### src/rtl/ycc_rgb_conv_pipe_if.sv
// Stream bundle for the YCbCr-to-RGB converter: Y/Cb/Cr beat in, R/G/B pixel out.
// The slave modport is the converter's view; the master modport is the view of its surroundings.
interface ycc_rgb_conv_pipe_if #(
   parameter int DATA_W = 8
);
   logic              conv_en;
   logic              s_valid;
   logic              s_ready;
   logic [DATA_W-1:0] s_y;
   logic [DATA_W-1:0] s_cb;
   logic [DATA_W-1:0] s_cr;
   logic              m_valid;
   logic              m_ready;
   logic [DATA_W-1:0] m_r;
   logic [DATA_W-1:0] m_g;
   logic [DATA_W-1:0] m_b;

   modport slave (
      input  conv_en, s_valid, s_y, s_cb, s_cr, m_ready,
      output s_ready, m_valid, m_r, m_g, m_b
   );

   modport master (
      output conv_en, s_valid, s_y, s_cb, s_cr, m_ready,
      input  s_ready, m_valid, m_r, m_g, m_b
   );
endinterface

### src/rtl/ycc_rgb_conv_pipe.sv
// Three-stage fixed-point YCbCr-to-RGB converter with rounding, saturation and a per-beat
// passthrough mode. All stages advance together whenever the output is empty or being taken.
module ycc_rgb_conv_pipe #(
   parameter int DATA_W = 8,
   parameter int FRAC_W = 16,
   parameter int K_RCR  = 91881,
   parameter int K_GCB  = 22554,
   parameter int K_GCR  = 46802,
   parameter int K_BCB  = 116130
) (
   input  logic                  clk,
   input  logic                  rst_n,
   ycc_rgb_conv_pipe_if.slave    bus
);
   localparam int DW1   = DATA_W + 1;
   localparam int ACC_W = DATA_W + FRAC_W + 4;

   localparam logic signed [DW1-1:0]   MID  = DW1'(1) <<< (DATA_W - 1);
   localparam logic signed [ACC_W-1:0] HALF = ACC_W'(1) <<< (FRAC_W - 1);
   localparam logic signed [ACC_W-1:0] MAXV = (ACC_W'(1) <<< DATA_W) - ACC_W'(1);
   localparam logic signed [ACC_W-1:0] KR   = ACC_W'(K_RCR);
   localparam logic signed [ACC_W-1:0] KGB  = ACC_W'(K_GCB);
   localparam logic signed [ACC_W-1:0] KGR  = ACC_W'(K_GCR);
   localparam logic signed [ACC_W-1:0] KB   = ACC_W'(K_BCB);

   logic                    adv;
   logic                    v1_reg, v2_reg, v3_reg;
   logic                    en1_reg, en2_reg;
   logic [DATA_W-1:0]       raw_in [3];
   logic [DATA_W-1:0]       raw1_reg [3];
   logic [DATA_W-1:0]       raw2_reg [3];
   logic signed [DW1-1:0]   dcb_next, dcr_next;
   logic signed [DW1-1:0]   dcb1_reg, dcr1_reg;
   logic signed [ACC_W-1:0] dcb_ext, dcr_ext;
   logic signed [ACC_W-1:0] yq_next;
   logic signed [ACC_W-1:0] yq2_reg;
   logic signed [ACC_W-1:0] prod_next [3];
   logic signed [ACC_W-1:0] prod2_reg [3];
   logic [DATA_W-1:0]       rgb_next [3];
   logic [DATA_W-1:0]       rgb_reg [3];

   // A held output blocks every stage, so bubbles stay where they are during a stall.
   assign adv         = !v3_reg | bus.m_ready;
   assign bus.s_ready = adv;

   assign raw_in[0] = bus.s_y;
   assign raw_in[1] = bus.s_cb;
   assign raw_in[2] = bus.s_cr;

   assign dcb_next = $signed({1'b0, bus.s_cb}) - MID;
   assign dcr_next = $signed({1'b0, bus.s_cr}) - MID;

   assign dcb_ext = ACC_W'(dcb1_reg);
   assign dcr_ext = ACC_W'(dcr1_reg);
   assign yq_next = $signed(ACC_W'(raw1_reg[0])) <<< FRAC_W;

   assign prod_next[0] = KR * dcr_ext;
   assign prod_next[1] = KGB * dcb_ext + KGR * dcr_ext;
   assign prod_next[2] = KB * dcb_ext;

   genvar gi;
   generate
      for (gi = 0; gi < 3; gi++) begin : g_ch
         logic signed [ACC_W-1:0] acc;
         logic signed [ACC_W-1:0] shr;

         // Green subtracts both chroma terms; red and blue add theirs.
         if (gi == 1) begin : g_sub
            assign acc = yq2_reg - prod2_reg[gi] + HALF;
         end else begin : g_add
            assign acc = yq2_reg + prod2_reg[gi] + HALF;
         end

         assign shr = acc >>> FRAC_W;
         assign rgb_next[gi] = !en2_reg      ? raw2_reg[gi] :
                               shr[ACC_W-1]  ? '0 :
                               (shr > MAXV)  ? '1 : shr[DATA_W-1:0];
      end
   endgenerate

   always_ff @(posedge clk or negedge rst_n) begin
      if (!rst_n) begin
         v1_reg   <= 1'b0;
         v2_reg   <= 1'b0;
         v3_reg   <= 1'b0;
         en1_reg  <= 1'b0;
         en2_reg  <= 1'b0;
         dcb1_reg <= '0;
         dcr1_reg <= '0;
         yq2_reg  <= '0;
         for (int i = 0; i < 3; i++) begin
            raw1_reg[i]  <= '0;
            raw2_reg[i]  <= '0;
            prod2_reg[i] <= '0;
            rgb_reg[i]   <= '0;
         end
      end else if (adv) begin
         v1_reg <= bus.s_valid;
         v2_reg <= v1_reg;
         v3_reg <= v2_reg;
         if (bus.s_valid) begin
            en1_reg  <= bus.conv_en;
            raw1_reg <= raw_in;
            dcb1_reg <= dcb_next;
            dcr1_reg <= dcr_next;
         end
         if (v1_reg) begin
            en2_reg   <= en1_reg;
            raw2_reg  <= raw1_reg;
            yq2_reg   <= yq_next;
            prod2_reg <= prod_next;
         end
         if (v2_reg) begin
            rgb_reg <= rgb_next;
         end
      end
   end

   assign bus.m_valid = v3_reg;
   assign bus.m_r     = rgb_reg[0];
   assign bus.m_g     = rgb_reg[1];
   assign bus.m_b     = rgb_reg[2];
endmodule
### src/flat_wrapper.sv
// flat-port wrapper written by rule: the top's interface ports become plain ports
module ycc_rgb_conv_pipe_flat 
#(
   parameter int DATA_W = 8,
   parameter int FRAC_W = 16,
   parameter int K_RCR  = 91881,
   parameter int K_GCB  = 22554,
   parameter int K_GCR  = 46802,
   parameter int K_BCB  = 116130
)
  (clk, rst_n, bus_conv_en, bus_s_valid, bus_s_y, bus_s_cb, bus_s_cr, bus_m_ready, bus_s_ready, bus_m_valid, bus_m_r, bus_m_g, bus_m_b);
  ycc_rgb_conv_pipe_if #(.DATA_W(DATA_W)) bus_i ();
  input  logic clk;
  input  logic rst_n;
  input wire logic [$bits(bus_i.conv_en)-1:0] bus_conv_en;
  input wire logic [$bits(bus_i.s_valid)-1:0] bus_s_valid;
  input wire logic [$bits(bus_i.s_y)-1:0] bus_s_y;
  input wire logic [$bits(bus_i.s_cb)-1:0] bus_s_cb;
  input wire logic [$bits(bus_i.s_cr)-1:0] bus_s_cr;
  input wire logic [$bits(bus_i.m_ready)-1:0] bus_m_ready;
  output wire logic [$bits(bus_i.s_ready)-1:0] bus_s_ready;
  output wire logic [$bits(bus_i.m_valid)-1:0] bus_m_valid;
  output wire logic [$bits(bus_i.m_r)-1:0] bus_m_r;
  output wire logic [$bits(bus_i.m_g)-1:0] bus_m_g;
  output wire logic [$bits(bus_i.m_b)-1:0] bus_m_b;
  assign bus_i.conv_en = bus_conv_en;
  assign bus_i.s_valid = bus_s_valid;
  assign bus_i.s_y = bus_s_y;
  assign bus_i.s_cb = bus_s_cb;
  assign bus_i.s_cr = bus_s_cr;
  assign bus_i.m_ready = bus_m_ready;
  assign bus_s_ready = bus_i.s_ready;
  assign bus_m_valid = bus_i.m_valid;
  assign bus_m_r = bus_i.m_r;
  assign bus_m_g = bus_i.m_g;
  assign bus_m_b = bus_i.m_b;
  ycc_rgb_conv_pipe #(.DATA_W(DATA_W), .FRAC_W(FRAC_W), .K_RCR(K_RCR), .K_GCB(K_GCB), .K_GCR(K_GCR), .K_BCB(K_BCB)) u_core (.clk(clk), .rst_n(rst_n), .bus(bus_i));
endmodule
### config.mk
export PLATFORM = sky130hd
export DESIGN_NAME = ycc_rgb_conv_pipe_flat
export DESIGN_NICKNAME = d
export VERILOG_FILES = /design/src/rtl/ycc_rgb_conv_pipe_if.sv /design/src/rtl/ycc_rgb_conv_pipe.sv /design/src/flat_wrapper.sv
export SDC_FILE = /design/constraint.sdc
export NUM_CORES = 1
export LEC_CHECK = 0
export ABC_CLOCK_PERIOD_IN_PS = 7200
export BUFFER_PORTS_ARGS = -buffer_cell sky130_fd_sc_hd__buf_2
export CAP_MARGIN = 20
export CORE_MARGIN = 3
export CORE_UTILIZATION = 55
export DETAILED_ROUTE_END_ITERATION = 16
export PLACE_DENSITY = 0.74
export SLEW_MARGIN = 20
export SYNTH_ARGS = -nofsm -noshare
export SYNTH_HDL_FRONTEND = slang
export SYNTH_SLANG_ARGS = --single-unit
### constraint.sdc
create_clock -name clk -period 7.2 [get_ports clk]
set_input_delay 1.08 -clock clk [delete_from_list [all_inputs] [get_ports clk]]
set_output_delay 1.08 -clock clk [all_outputs]
set_load 0.02 [all_outputs]
# Word level (Yosys, flattened, before mapping)
# Index checks and enable logic that the tools add are counted.
[op_classes]
reduce_logical = 4
mux = 9
mul = 4
n_lt_le_gt_ge = 3
add_sub_neg = 9
bitwise_logic = 1
[op_table]
columns = ["op", "n"]
rows = [
  ["28-bit by 17-bit adder with 28-bit output (second input constant)", 3],
  ["8-bit two-way mux", 9],
  ["25-bit by 28-bit adder with 28-bit output", 2],
  ["12-bit by 9-bit greater-than comparator with 1-bit output (second input constant)", 3],
  ["28-bit adder", 1],
  ["25-bit by 28-bit subtractor with 28-bit output", 1],
  ["18-bit by 9-bit multiplier with 27-bit output (first input constant)", 1],
  ["17-bit by 9-bit multiplier with 26-bit output (first input constant)", 1],
  ["16-bit by 9-bit multiplier with 25-bit output (first input constant)", 1],
  ["15-bit by 9-bit multiplier with 24-bit output (first input constant)", 1],
  ["8-bit by 8-bit subtractor with 9-bit output (second input constant)", 2],
  ["2-bit AND reduction", 3],
  ["1-bit zero test", 1],
  ["1-bit bitwise OR", 1],
]
[word_totals]
reg_bits = 178
wordCells = 49
input_bits = 29
output_inout_bits = 26

# Depth between registers and ports, before layout
[depth]
word_depth = 6
depth_mapped = 31
ltp_nobuf = 31

# Worst setup path before layout
# Ideal clock, no wire load.
[synth_path]
path_kind = "register -> register"
start = "register u_core.dcr1_reg[1]"
end = "register u_core.prod2_reg[55] in the netlist's numbering"
setup_ns = 0.082
t_arrival_ns = 6.178
required_time_ns = 7.118
stages_incl_launch_ff = 26
setup_slack_ns = 0.940
path_cell_list = "dfrtp_1 -> ha_1 -> ha_1 -> inv_1 -> fa_1 -> fa_1 -> inv_1 -> fa_1 -> ha_1 -> a21o_1 -> a2111oi_2 -> o31ai_1 -> o41ai_2 -> o21ai_0 -> o21ai_0 -> nand2b_1 -> xor2_1 -> ha_1 -> clkbuf_1 -> a21o_1 -> a31oi_1 -> nand2_1 -> o21ai_1 -> o21ai_1 -> or3b_1 -> a31oi_1"
[synth_via]
elab_chain_len = 2
[synth_rtl]
columns = ["item", "line", "source"]
rows = [
  ["from (decl)", "ycc_rgb_conv_pipe.sv:33", "logic signed [DW1-1:0] dcb1_reg, dcr1_reg;"],
  ["from (signal assigned)", "ycc_rgb_conv_pipe.sv:105", "dcr1_reg <= dcr_next;"],
  ["16-bit by 9-bit multiplier with 25-bit output", "ycc_rgb_conv_pipe.sv:58", "assign prod_next[1] = KGB * dcb_ext + KGR * dcr_ext;"],
  ["28-bit adder", "ycc_rgb_conv_pipe.sv:58", ""],
  ["to (signal assigned)", "ycc_rgb_conv_pipe.sv:111", "prod2_reg <= prod_next;"],
  ["to (decl)", "ycc_rgb_conv_pipe.sv:38", "logic signed [ACC_W-1:0] prod2_reg [3];"],
]
# No other way between the ends.
# A chain may end at the register's enable or synchronous reset.

# Worst setup path in the final report
[layout_path]
start = "register u_core.dcr1_reg[4]"
end = "register u_core.prod2_reg[55] in the netlist's numbering"
# Same word-level chain as after synthesis.

==> impl_metrics.yaml <==
die:
  chipWidth_um: 171
  coreArea_mm2: 0.0264
  die-height_um: 171
  die-area_mm2: 0.0291
  rows: 59
  initial_utilization_pct: 56.6
  ios: 55
clocking:
  clockBufferDepth: 2
  cts_root_buf: "clkbuf_16"
  cts_tree: "yes"
  cts-hold-fix-buffers: 0
  cts_setup_buffers: 0
  clk_latency_ns: 0.43
  clk_pin_slew_ns: 0.07
  h-tree-depth: 4
  cts_resized: 0
  cts_buffers: 17
  cts.sink_count: 130
drt:
  wl_mm: 36.2
  drt_iter0_drc: 707
  wl_per_cell_um: 17.8
  drtPass1Iterations: 5
  ant_nets: 0
  post_drt_via_cell_ratio: 5.63
  num_vias: 11428
  drc: 0
yosys:
  synthAdderAreaFrac_pct: 39.6
  synth_edf_count: 0
  yosysTopAreaCell: "ha_1"
  synth_nets: 2065
  synth-simple-area-share_pct: 11.4
  synth_top_family_by_area: "adder cells"
  netlist_area_mm2: 0.0149
  synthXorXnorAreaFrac_pct: 5.29
  yosysMostFrequentCell: "ha_1"
  yosysTopAreaCellShare_pct: 25.2
  synthArstFlopShare_pct: 100
  synthCells: 1629
  ys_warn_count: 0
  ys_seq_area_share_pct: 21.8
  synthTopCellsByCount: "ha_1 (300), inv_1 (231), nand2_1 (217)"
  synth_compound_area_share_pct: 15.1
  synthFlopType: "dfrtp_1"
  synth.mux.area_fraction_pct: 0.168
  synth_cell_type_count: 69
  synth_seq_cells: 130
  avgSynthCellArea_um2: 9.15
  synth_area_leaders: "ha_1 (25%), dfrtp_1 (22%), fa_1 (14%)"
critical_path:
  crit_family: "adder cells"
  critPathMaxStageDelay_ns: 0.63
  arrival_ns: 7.03
  startpoint_type: "flip-flop"
  rr_endpoint: "u_core.prod2_reg[55]"
  rr_startpoint: "u_core.dcr1_reg[4]"
  crit_fanout: 9
  cp_num_buf_inv: 3
  worst_r2r_path_depth: 25
  worst-path-stages: 25
  worstPathRequired_ns: 7.54
  cp_slowest_cell: "fa_1"
  end_kind: "flip-flop"
  worst-r2r-setup-slack_ns: 0.51
  crit_top_cell: "ha_1"
  crit_type: "reg2reg"
min_path:
  hold_path_class: "reg2reg"
  min_to: "u_core.raw2_reg[7]"
  whs_path_depth: 2
  holdCritStartpoint: "u_core.raw2_reg[7]"
sta:
  setup_violations: 0
  fin_crit_sh_pct: 92.9
  fmax_mhz: 149
  grt_setup_unrepaired: "false"
  maxSlewViolCount: 0
  hold_violations: 0
  whs_ns: 0.472
  max_slew_margin_pct: 35.6
  tightest_slew_ns: 0.964
  finClkSkew_ns: 0.0127
  min_period_ns: 6.69
  tns_ns: 0
cells_and_area:
  final_layout_size_suffix_gt1_share_pct: 7.96
  seqCellArea_mm2: 0.00325
  nNetsFinal: 2120
  n_antenna_cell: 0
  largest_reg_flops: 54
  n_fill_cell: 2273
  area_growth_pct: 8.57
  multiInputGateArea_mm2: 0.0107
grt:
  antenna_found_initial: 1
  met2_usage_pct: 41.7
  grt_util_all_layers_pct: 25.9
  grt_pass1_wl_mm: 59.3
  first_global_vias: 11600
  use_met1_pct: 36.0
  grt_max_degree: 95
  gr-usage-met3_pct: 3.58
  grt.overflow.total: 0
  busiest_layer: "met2"
status:
  status: "complete, no violations"
job:
  cap_violations: 0
placed_design:
  place_hpwl_mm: 29.4
  io_buffers: 54
  routabilityCongestion: 0.956
## how the worst max path moves through the flow
stage                            start  slack [ns]                    to
global route        u_core.dcr1_reg[4]        0.09  u_core.prod2_reg[55]
detailed placement  u_core.dcr1_reg[4]        0.45  u_core.prod2_reg[55]
CTS                 u_core.dcr1_reg[4]        0.41  u_core.prod2_reg[55]
global placement    u_core.dcr1_reg[4]        0.57  u_core.prod2_reg[55]
floorplan           u_core.dcr1_reg[1]        0.94  u_core.prod2_reg[55]
finish              u_core.dcr1_reg[4]        0.51  u_core.prod2_reg[55]
## final cells by class
type | instances | area share [%]
Clock inverter | 14 | 0.951
Timing Repair Buffer | 71 | 2.50
Clock buffer | 17 | 2.63
Inverter | 232 | 5.38
Tap cell | 335 | 2.59
Sequential cell | 130 | 20.1
Multi-Input combinational cell | 1232 | 65.8
## stage by stage
stage / setup slack (ns) / area, µm² / utilization, % / instances
3_3_place_gp: 0.571 / 15600 / 59.2 / 1998
6_report: 0.511 / 16200 / 61.4 / 2031
3_5_place_dp: 0.452 / 15600 / 59.2 / 1998
2_1_floorplan: 0.940 / 14900 / - / 1629
4_1_cts: 0.406 / 16200 / 61.3 / 2029
5_1_grt: 0.0855 / 16200 / 61.4 / 2031
## worst reg2reg max path, stage by stage (launching register included)
cell      delay (ns)
dfrtp_1         0.57
ha_1            0.33
inv_1           0.15
fa_1            0.63
fa_1            0.46
fa_1            0.55
inv_1           0.04
ha_1            0.28
ha_1            0.36
and2_1          0.19
a31oi_1         0.15
o31ai_1         0.13
o41ai_2         0.29
buf_4           0.18
o21ai_0         0.12
o21ai_0         0.23
nand2b_1        0.10
xor2_1          0.15
ha_1            0.39
a21o_1          0.21
a31oi_1         0.17
nand2_1         0.08
o21ai_1         0.19
o21ai_1         0.13
or3b_1          0.38
a31oi_1         0.16
## per-layer routing
layer | up-vias | share of wire (%)
li1 | 5622 | -
met5 | - | 0.028
met3 | 59 | 4.7
met4 | 2 | 3.2
met2 | 285 | 46
met1 | 5460 | 46
## placed cells by master, fill, tap and decap left out, drive strengths merged, types with 10 or more instances in the layout
cell type and count:
nand2b 17, nand3 16, o31ai 12, xnor2 54
buf 71, or2 10, xor2 36, clkbuf 17
ha 300, o21a 11, o21bai 15, inv 237
dfrtp 130, a21o 25, a31oi 18, nand2 217
nor2 56, a21oi 86, o21ai 125, fa 107
nor3b 17
## cell families (layout without fill, tap and decap cells)
family	after synthesis	count (layout)
buffers and inverters	267	334
AOI/OAI and AO/OA	353	353
adders and majority gates	407	407
muxes	2	2
DFF	130	130
and+or+nand+nor	380	380
xor gates and xnor gates	90	90
Power is not shown: default switching activity piles up to over one toggle a cycle in this logic, so the estimate is an artifact.
